===== src/rtl/arb_defs.sv =====
// Shared definitions for the round-robin arbiter/mux.
// Holds the FSM state encoding and a constant-friendly clog2 used for register sizing.
package arb_defs;

  typedef enum logic {
    ST_IDLE = 1'b0,
    ST_OWN  = 1'b1
  } arb_state_e;

  function automatic int clog2(input int value);
    int result;
    result = 0;
    for (int i = 0; i < 31; i++) begin
      if ((32'sd1 << i) < value) begin
        result = i + 1;
      end else begin
        result = result;
      end
    end
    return result;
  endfunction

endpackage


===== src/rtl/rr_pick.sv =====
// Combinational rotating priority encoder: returns the first requester at or after i_start,
// wrapping modulo NREQ.
module rr_pick
  import arb_defs::*;
#(
  parameter int NREQ = 3,
  parameter int IW   = (clog2(NREQ) < 1) ? 1 : clog2(NREQ)
) (
  input  logic [NREQ-1:0] i_req,
  input  logic [IW-1:0]   i_start,
  output logic            o_any,
  output logic [IW-1:0]   o_idx
);

  logic [IW-1:0] w_cand;

  // Scan from the farthest candidate back towards i_start so the nearest requester overwrites.
  always_comb begin
    o_any  = 1'b0;
    o_idx  = {IW{1'b0}};
    w_cand = {IW{1'b0}};
    for (int k = NREQ - 1; k >= 0; k--) begin
      w_cand = IW'((int'(i_start) + k) % NREQ);
      o_idx  = i_req[w_cand] ? w_cand : o_idx;
      o_any  = o_any | i_req[w_cand];
    end
  end

endmodule


===== src/rtl/rr_arb_mux.sv =====
// Round-robin arbiter with registered one-hot grant, bounded hold time and output mux
// sharing one output among NREQ requesters.
module rr_arb_mux
  import arb_defs::*;
#(
  parameter int NREQ     = 3,
  parameter int WIDTH    = 1,
  parameter int MAX_HOLD = 8
) (
  input  logic                  clk,
  input  logic                  rst,
  input  logic [NREQ-1:0]       req,
  input  logic [NREQ*WIDTH-1:0] b,
  output logic [WIDTH-1:0]      a,
  output logic [NREQ-1:0]       gnt,
  output logic                  busy,
  output logic                  preempt
);

  localparam int IW = (clog2(NREQ) < 1) ? 1 : clog2(NREQ);
  localparam int HW = (clog2(MAX_HOLD + 1) < 1) ? 1 : clog2(MAX_HOLD + 1);
  localparam logic [HW-1:0]   HOLD_LAST = (MAX_HOLD == 0) ? {HW{1'b0}} : HW'(MAX_HOLD - 1);
  localparam logic [IW-1:0]   IDX_LAST  = IW'(NREQ - 1);
  localparam logic [NREQ-1:0] ONE_HOT0  = {{(NREQ-1){1'b0}}, 1'b1};

  arb_state_e      r_state, w_state_nxt;
  logic [NREQ-1:0] r_gnt, w_gnt_nxt, w_onehot;
  logic [IW-1:0]   r_ptr, w_ptr_nxt, w_ptr_after, w_idx;
  logic [HW-1:0]   r_hold, w_hold_nxt;
  logic            r_busy, r_preempt, w_preempt_nxt;
  logic            w_any, w_owner_req, w_timeout;

  // While OWN, r_ptr always equals owner+1, so a single search start serves both states.
  rr_pick #(
    .NREQ (NREQ),
    .IW   (IW)
  ) u_pick (
    .i_req   (req),
    .i_start (r_ptr),
    .o_any   (w_any),
    .o_idx   (w_idx)
  );

  assign w_owner_req = |(req & r_gnt);
  assign w_timeout   = (MAX_HOLD != 0) && (r_hold == HOLD_LAST);
  assign w_onehot    = ONE_HOT0 << w_idx;
  assign w_ptr_after = (w_idx == IDX_LAST) ? {IW{1'b0}} : w_idx + IW'(1);

  // Next-state, grant, pointer and hold-counter decisions.
  always_comb begin
    w_state_nxt   = r_state;
    w_gnt_nxt     = r_gnt;
    w_ptr_nxt     = r_ptr;
    w_hold_nxt    = r_hold;
    w_preempt_nxt = 1'b0;
    case (r_state)
      ST_IDLE: begin
        if (w_any) begin
          w_state_nxt = ST_OWN;
          w_gnt_nxt   = w_onehot;
          w_hold_nxt  = {HW{1'b0}};
          w_ptr_nxt   = w_ptr_after;
        end else begin
          w_state_nxt = ST_IDLE;
          w_gnt_nxt   = {NREQ{1'b0}};
          w_hold_nxt  = {HW{1'b0}};
        end
      end
      ST_OWN: begin
        if (w_owner_req && !w_timeout) begin
          w_hold_nxt = (r_hold == {HW{1'b1}}) ? r_hold : r_hold + HW'(1);
        end else if (w_any) begin
          // Release or timeout: a timed-out owner is searched last and only loses to another requester.
          w_gnt_nxt     = w_onehot;
          w_hold_nxt    = {HW{1'b0}};
          w_ptr_nxt     = w_ptr_after;
          w_preempt_nxt = w_owner_req && (w_onehot != r_gnt);
        end else begin
          w_state_nxt = ST_IDLE;
          w_gnt_nxt   = {NREQ{1'b0}};
          w_hold_nxt  = {HW{1'b0}};
        end
      end
      default: begin
        w_state_nxt = ST_IDLE;
        w_gnt_nxt   = {NREQ{1'b0}};
        w_ptr_nxt   = {IW{1'b0}};
        w_hold_nxt  = {HW{1'b0}};
      end
    endcase
  end

  // State and output registers with synchronous reset.
  always_ff @(posedge clk) begin
    if (rst) begin
      r_state   <= ST_IDLE;
      r_gnt     <= {NREQ{1'b0}};
      r_ptr     <= {IW{1'b0}};
      r_hold    <= {HW{1'b0}};
      r_busy    <= 1'b0;
      r_preempt <= 1'b0;
    end else begin
      r_state   <= w_state_nxt;
      r_gnt     <= w_gnt_nxt;
      r_ptr     <= w_ptr_nxt;
      r_hold    <= w_hold_nxt;
      r_busy    <= |w_gnt_nxt;
      r_preempt <= w_preempt_nxt;
    end
  end

  // Output mux: grant is one-hot or zero, so OR-ing the gated lanes selects the owner's data.
  always_comb begin
    a = {WIDTH{1'b0}};
    for (int i = 0; i < NREQ; i++) begin
      a = a | (r_gnt[i] ? b[i*WIDTH +: WIDTH] : {WIDTH{1'b0}});
    end
  end

  assign gnt     = r_gnt;
  assign busy    = r_busy;
  assign preempt = r_preempt;

endmodule


===== config.mk =====
export PLATFORM = sky130hd
export DESIGN_NAME = rr_arb_mux
export DESIGN_NICKNAME = d
export VERILOG_FILES = /design/src/rtl/arb_defs.sv /design/src/rtl/rr_pick.sv /design/src/rtl/rr_arb_mux.sv
export SDC_FILE = /design/constraint.sdc
export NUM_CORES = 1
export LEC_CHECK = 0
export BUFFER_PORTS_ARGS = -buffer_cell sky130_fd_sc_hd__buf_2
export CELL_PAD_IN_SITES_DETAIL_PLACEMENT = 0
export CELL_PAD_IN_SITES_GLOBAL_PLACEMENT = 1
export CORE_MARGIN = 2
export CORE_UTILIZATION = 42
export DETAILED_ROUTE_END_ITERATION = 6
export PLACE_DENSITY = 0.84
export SETUP_SLACK_MARGIN = 0.3
export SLEW_MARGIN = 20
export SYNTH_ARGS = -nofsm -noshare
export SYNTH_HDL_FRONTEND = slang
export SYNTH_HIERARCHICAL = 1
export SYNTH_SLANG_ARGS = --single-unit

===== constraint.sdc =====
create_clock -name clk -period 5 [get_ports clk]
set_clock_uncertainty 0.05 [all_clocks]
set_input_delay 0.25 -clock clk [delete_from_list [all_inputs] [get_ports clk]]
set_output_delay 0.25 -clock clk [all_outputs]
set_load 0.05 [all_outputs]

==> results.md <==
- Status: finished, final reports clean
- Post-DP HPWL: 1160 um
- Fin util: 49.6%
- Setup bufs post-CTS: 0
- Initial antenna violation count: 0
- Post-synthesis sequential element count: 12
- CP Max Fanout: 10
- PortBufs: 13
- Slowest CP cell: o311ai_1
- GR peak layer: met2
- Mean Syn Cell Area: 8.77 sq um
- Final Cycle Share: 50.3%
- Die Width: 46.1 um
- Synth cell types: 41
- Post-synth top area share: 32.2%
- P per Cell Area: 560 mW/mm^2
- Buf/Inv on CP: 1
- Clock slew at reported path FFs: 0.07 ns
- Row count: 15
- Crit path kind: flip-flop to flip-flop
- Gr usage total: 17.1%
- Final wirelength: 1500 um
- RD Place Congestion: 0.732
- Crit path DAT: 2.68 ns
- Global-route wire length before repair: 2590 um
- Power, Total: 470 uW
- Final Hold Fails: 0
- Met3 usage: 3.14%
- Max-cap violations: 0
- Max Clock Freq: 0.397 GHz
- Final Hold Slack: 0.287 ns
- Skew-Pair Late Insertion Delay: 0.27 ns
- WL per Instance: 12.9 um
- Most frequent cells in the layout: buf_2 (13), dfxtp_1 (12), inv_1 (9)
- Yosys top cell by area: dfxtp_1
- Fillers: 158
- Grt ovf: 0
- Core Area: 0.00169 sq mm
- Seq/Total Area, Yosys: 32.2%
- Most common cell after layout, fill and taps aside: buf_2
- DRT antenna net count: 0
- # diodes: 0
- Dpl cell area: 816 sq um
- Yosys warning total: 6
- Largest net degree at the start of global routing: 11
- RR Endpoint: preempt$_SDFF_PP0_
- IO Count: 14
- TNS Setup: 0 ns
- M2 GR Usage: 26.7%
- Initial Utilization: 44.1%
- Vias in the first global route: 597
- Post-CTS Hold Buffers: 0
- Met1 Usage GRT: 21.5%
- Syn_nets: 97
- Final nets: 113
- Least-Margin Pin Slew: 0.754 ns
- Worst hold stages: 4
- Worst-path cell chain: inv_1 > ha_1 > mux2i_1 > o221ai_1 > o311ai_1 > and4bb_2 > a31oi_1 > o2111a_1
- Crit path capture type: flip-flop
- Post-Syn Area: 746 sq um
- R2R cell count: 8
- R2r setup slk: 2.48 ns
- Min-delay worst type: primary input to flip-flop
- Worst Hold Path EP: r_ptr[1]$_SDFFE_PP0P_
- Cts repair resizes: 0
- CTS buffer count: 3
- DR pass1 iterations: 4
- Worst-case clock buffer depth: 2
- Crit path launch type: flip-flop
- CTS tree: built
- Post-route cell area: 838 sq um
- Total number of vias: 673
- Reg2reg start: r_ptr[1]$_SDFFE_PP0P_
- RSZ-0062 raised after global routing: no
- Layout cell share with drive strength beyond 1: 21.2%
- Die Area: 0.00213 sq mm
- Max-slew violation count: 0
- Chip height: 46.1 um
- Max-slew headroom: 48.9%
- Minimum clock period: 2.52 ns
- Root Buffer: clkbuf_4
- Htree depth: 1
- Drt drc: 0
- Drt initial violations: 25
- Clock Sinks: 12
- Critical Path RT: 5.17 ns
- CP peak stage delay: 0.67 ns
- Via density: 5.80
- CP top delay family: compound AO/OA/AOI/OAI gates
- Final setup viols: 0
- Largest cells by area after synthesis: dfxtp_1 (32%), ha_1 (6.7%), inv_1 (4.5%)
- Area Growth Syn to Fin: 12.4%
- Mapped Cells: 85
- Max VDD drop: 238 uV
- Leakage: 0.363 nW
- Hold_sp: rst
## synth_stat cells
| cell type | n |
|---|---|
| nand4_1 | 1 |
| o211ai_1 | 1 |
| inv_1 | 9 |
| dfxtp_1 | 12 |
| nor3_1 | 1 |
| o21ai_1 | 1 |
| buf_6 | 1 |
| and2_1 | 1 |
| nand2_1 | 7 |
| o22a_1 | 1 |
| o2bb2ai_1 | 1 |
| or3_1 | 1 |
| and4bb_2 | 1 |
| o221ai_1 | 1 |
| a21oi_1 | 1 |
| mux2i_1 | 2 |
| and3b_1 | 1 |
| a21o_1 | 1 |
| nor2_1 | 6 |
| a21boi_0 | 1 |
| o311ai_0 | 1 |
| xnor2_1 | 2 |
| or2_2 | 1 |
| a222oi_1 | 2 |
| and3_1 | 2 |
| buf_2 | 1 |
| nor4_1 | 1 |
| o32ai_2 | 1 |
| nand2b_1 | 1 |
| ha_1 | 4 |
| xor2_1 | 1 |
| o21ai_0 | 2 |
| o32a_1 | 2 |
| o311ai_2 | 1 |
| o2111a_1 | 1 |
| o31a_2 | 1 |
| nor2b_1 | 3 |
| o22ai_1 | 3 |
| nand3_1 | 2 |
| a31oi_1 | 1 |
| nand4b_1 | 1 |
## cell families (layout without fill, tap and decap cells)
kind of cell | Yosys count | count (layout) | share of synthesized area (%)
xor+xnor | 3 | 3 | 3.52
buf+inv | 11 | 25 | 6.71
fa+ha+maj | 4 | 4 | 6.71
mux | 2 | 2 | 2.68
simple gates | 30 | 30 | 21.8
compound gates | 23 | 23 | 26.3
flops | 12 | 12 | 32.2
## through the flow
| step | setup WS, ns | cells |
|---|---|---|
| after floorplan | 2.59 | 85 |
| after global placement | 2.32 | 113 |
| after detailed placement | 2.23 | 113 |
| after CTS | 2.20 | 116 |
| after global routing | 2.22 | 116 |
| final | 2.48 | 116 |
## how the worst max path moves through the flow
stage / depth (start not counted) / end / startpoint / slack, ns
2_1_floorplan: 9 / preempt$_SDFF_PP0_ / r_ptr[1]$_SDFFE_PP0P_ / 2.59
3_3_place_gp: 8 / preempt$_SDFF_PP0_ / r_ptr[1]$_SDFFE_PP0P_ / 2.32
3_5_place_dp: 8 / preempt$_SDFF_PP0_ / r_ptr[1]$_SDFFE_PP0P_ / 2.23
4_1_cts: 8 / preempt$_SDFF_PP0_ / r_ptr[1]$_SDFFE_PP0P_ / 2.20
5_1_grt: 8 / preempt$_SDFF_PP0_ / r_ptr[1]$_SDFFE_PP0P_ / 2.22
6_report: 8 / preempt$_SDFF_PP0_ / r_ptr[1]$_SDFFE_PP0P_ / 2.48
## per-layer routing
layer | vias up | share of wire (%)
met5 | - | 0
met1 | 306 | 44
met4 | 0 | 3.1
li1 | 346 | -
met2 | 16 | 50
met3 | 5 | 3.5
## worst min-delay path, cell delays in order
cell	delay, ns
buf_2	0.09
inv_1	0.09
nand2_1	0.08
o22ai_1	0.05
## cell type report
class,instances,area [sq um],share of cell area [%]
Inverter,9,33.8,4.03
Clock buffer,3,22.5,2.69
Sequential cell,12,240,28.7
Tap cell,17,21.3,2.54
Multi-Input combinational cell,62,455,54.3
Timing Repair Buffer,13,65.1,7.76
## sequential cells by signal (all words and copies together), names as in the netlist
register and cells:
busy 1, gnt 3, preempt 1, r_hold 4, r_ptr 2, r_state 1
## power breakdown
group,internal (mW),switching [mW]
Clock,0.0279,0.0290
Sequential,0.119,0.0216
Combinational,0.0981,0.174
Power figures use the tool's default switching activity.
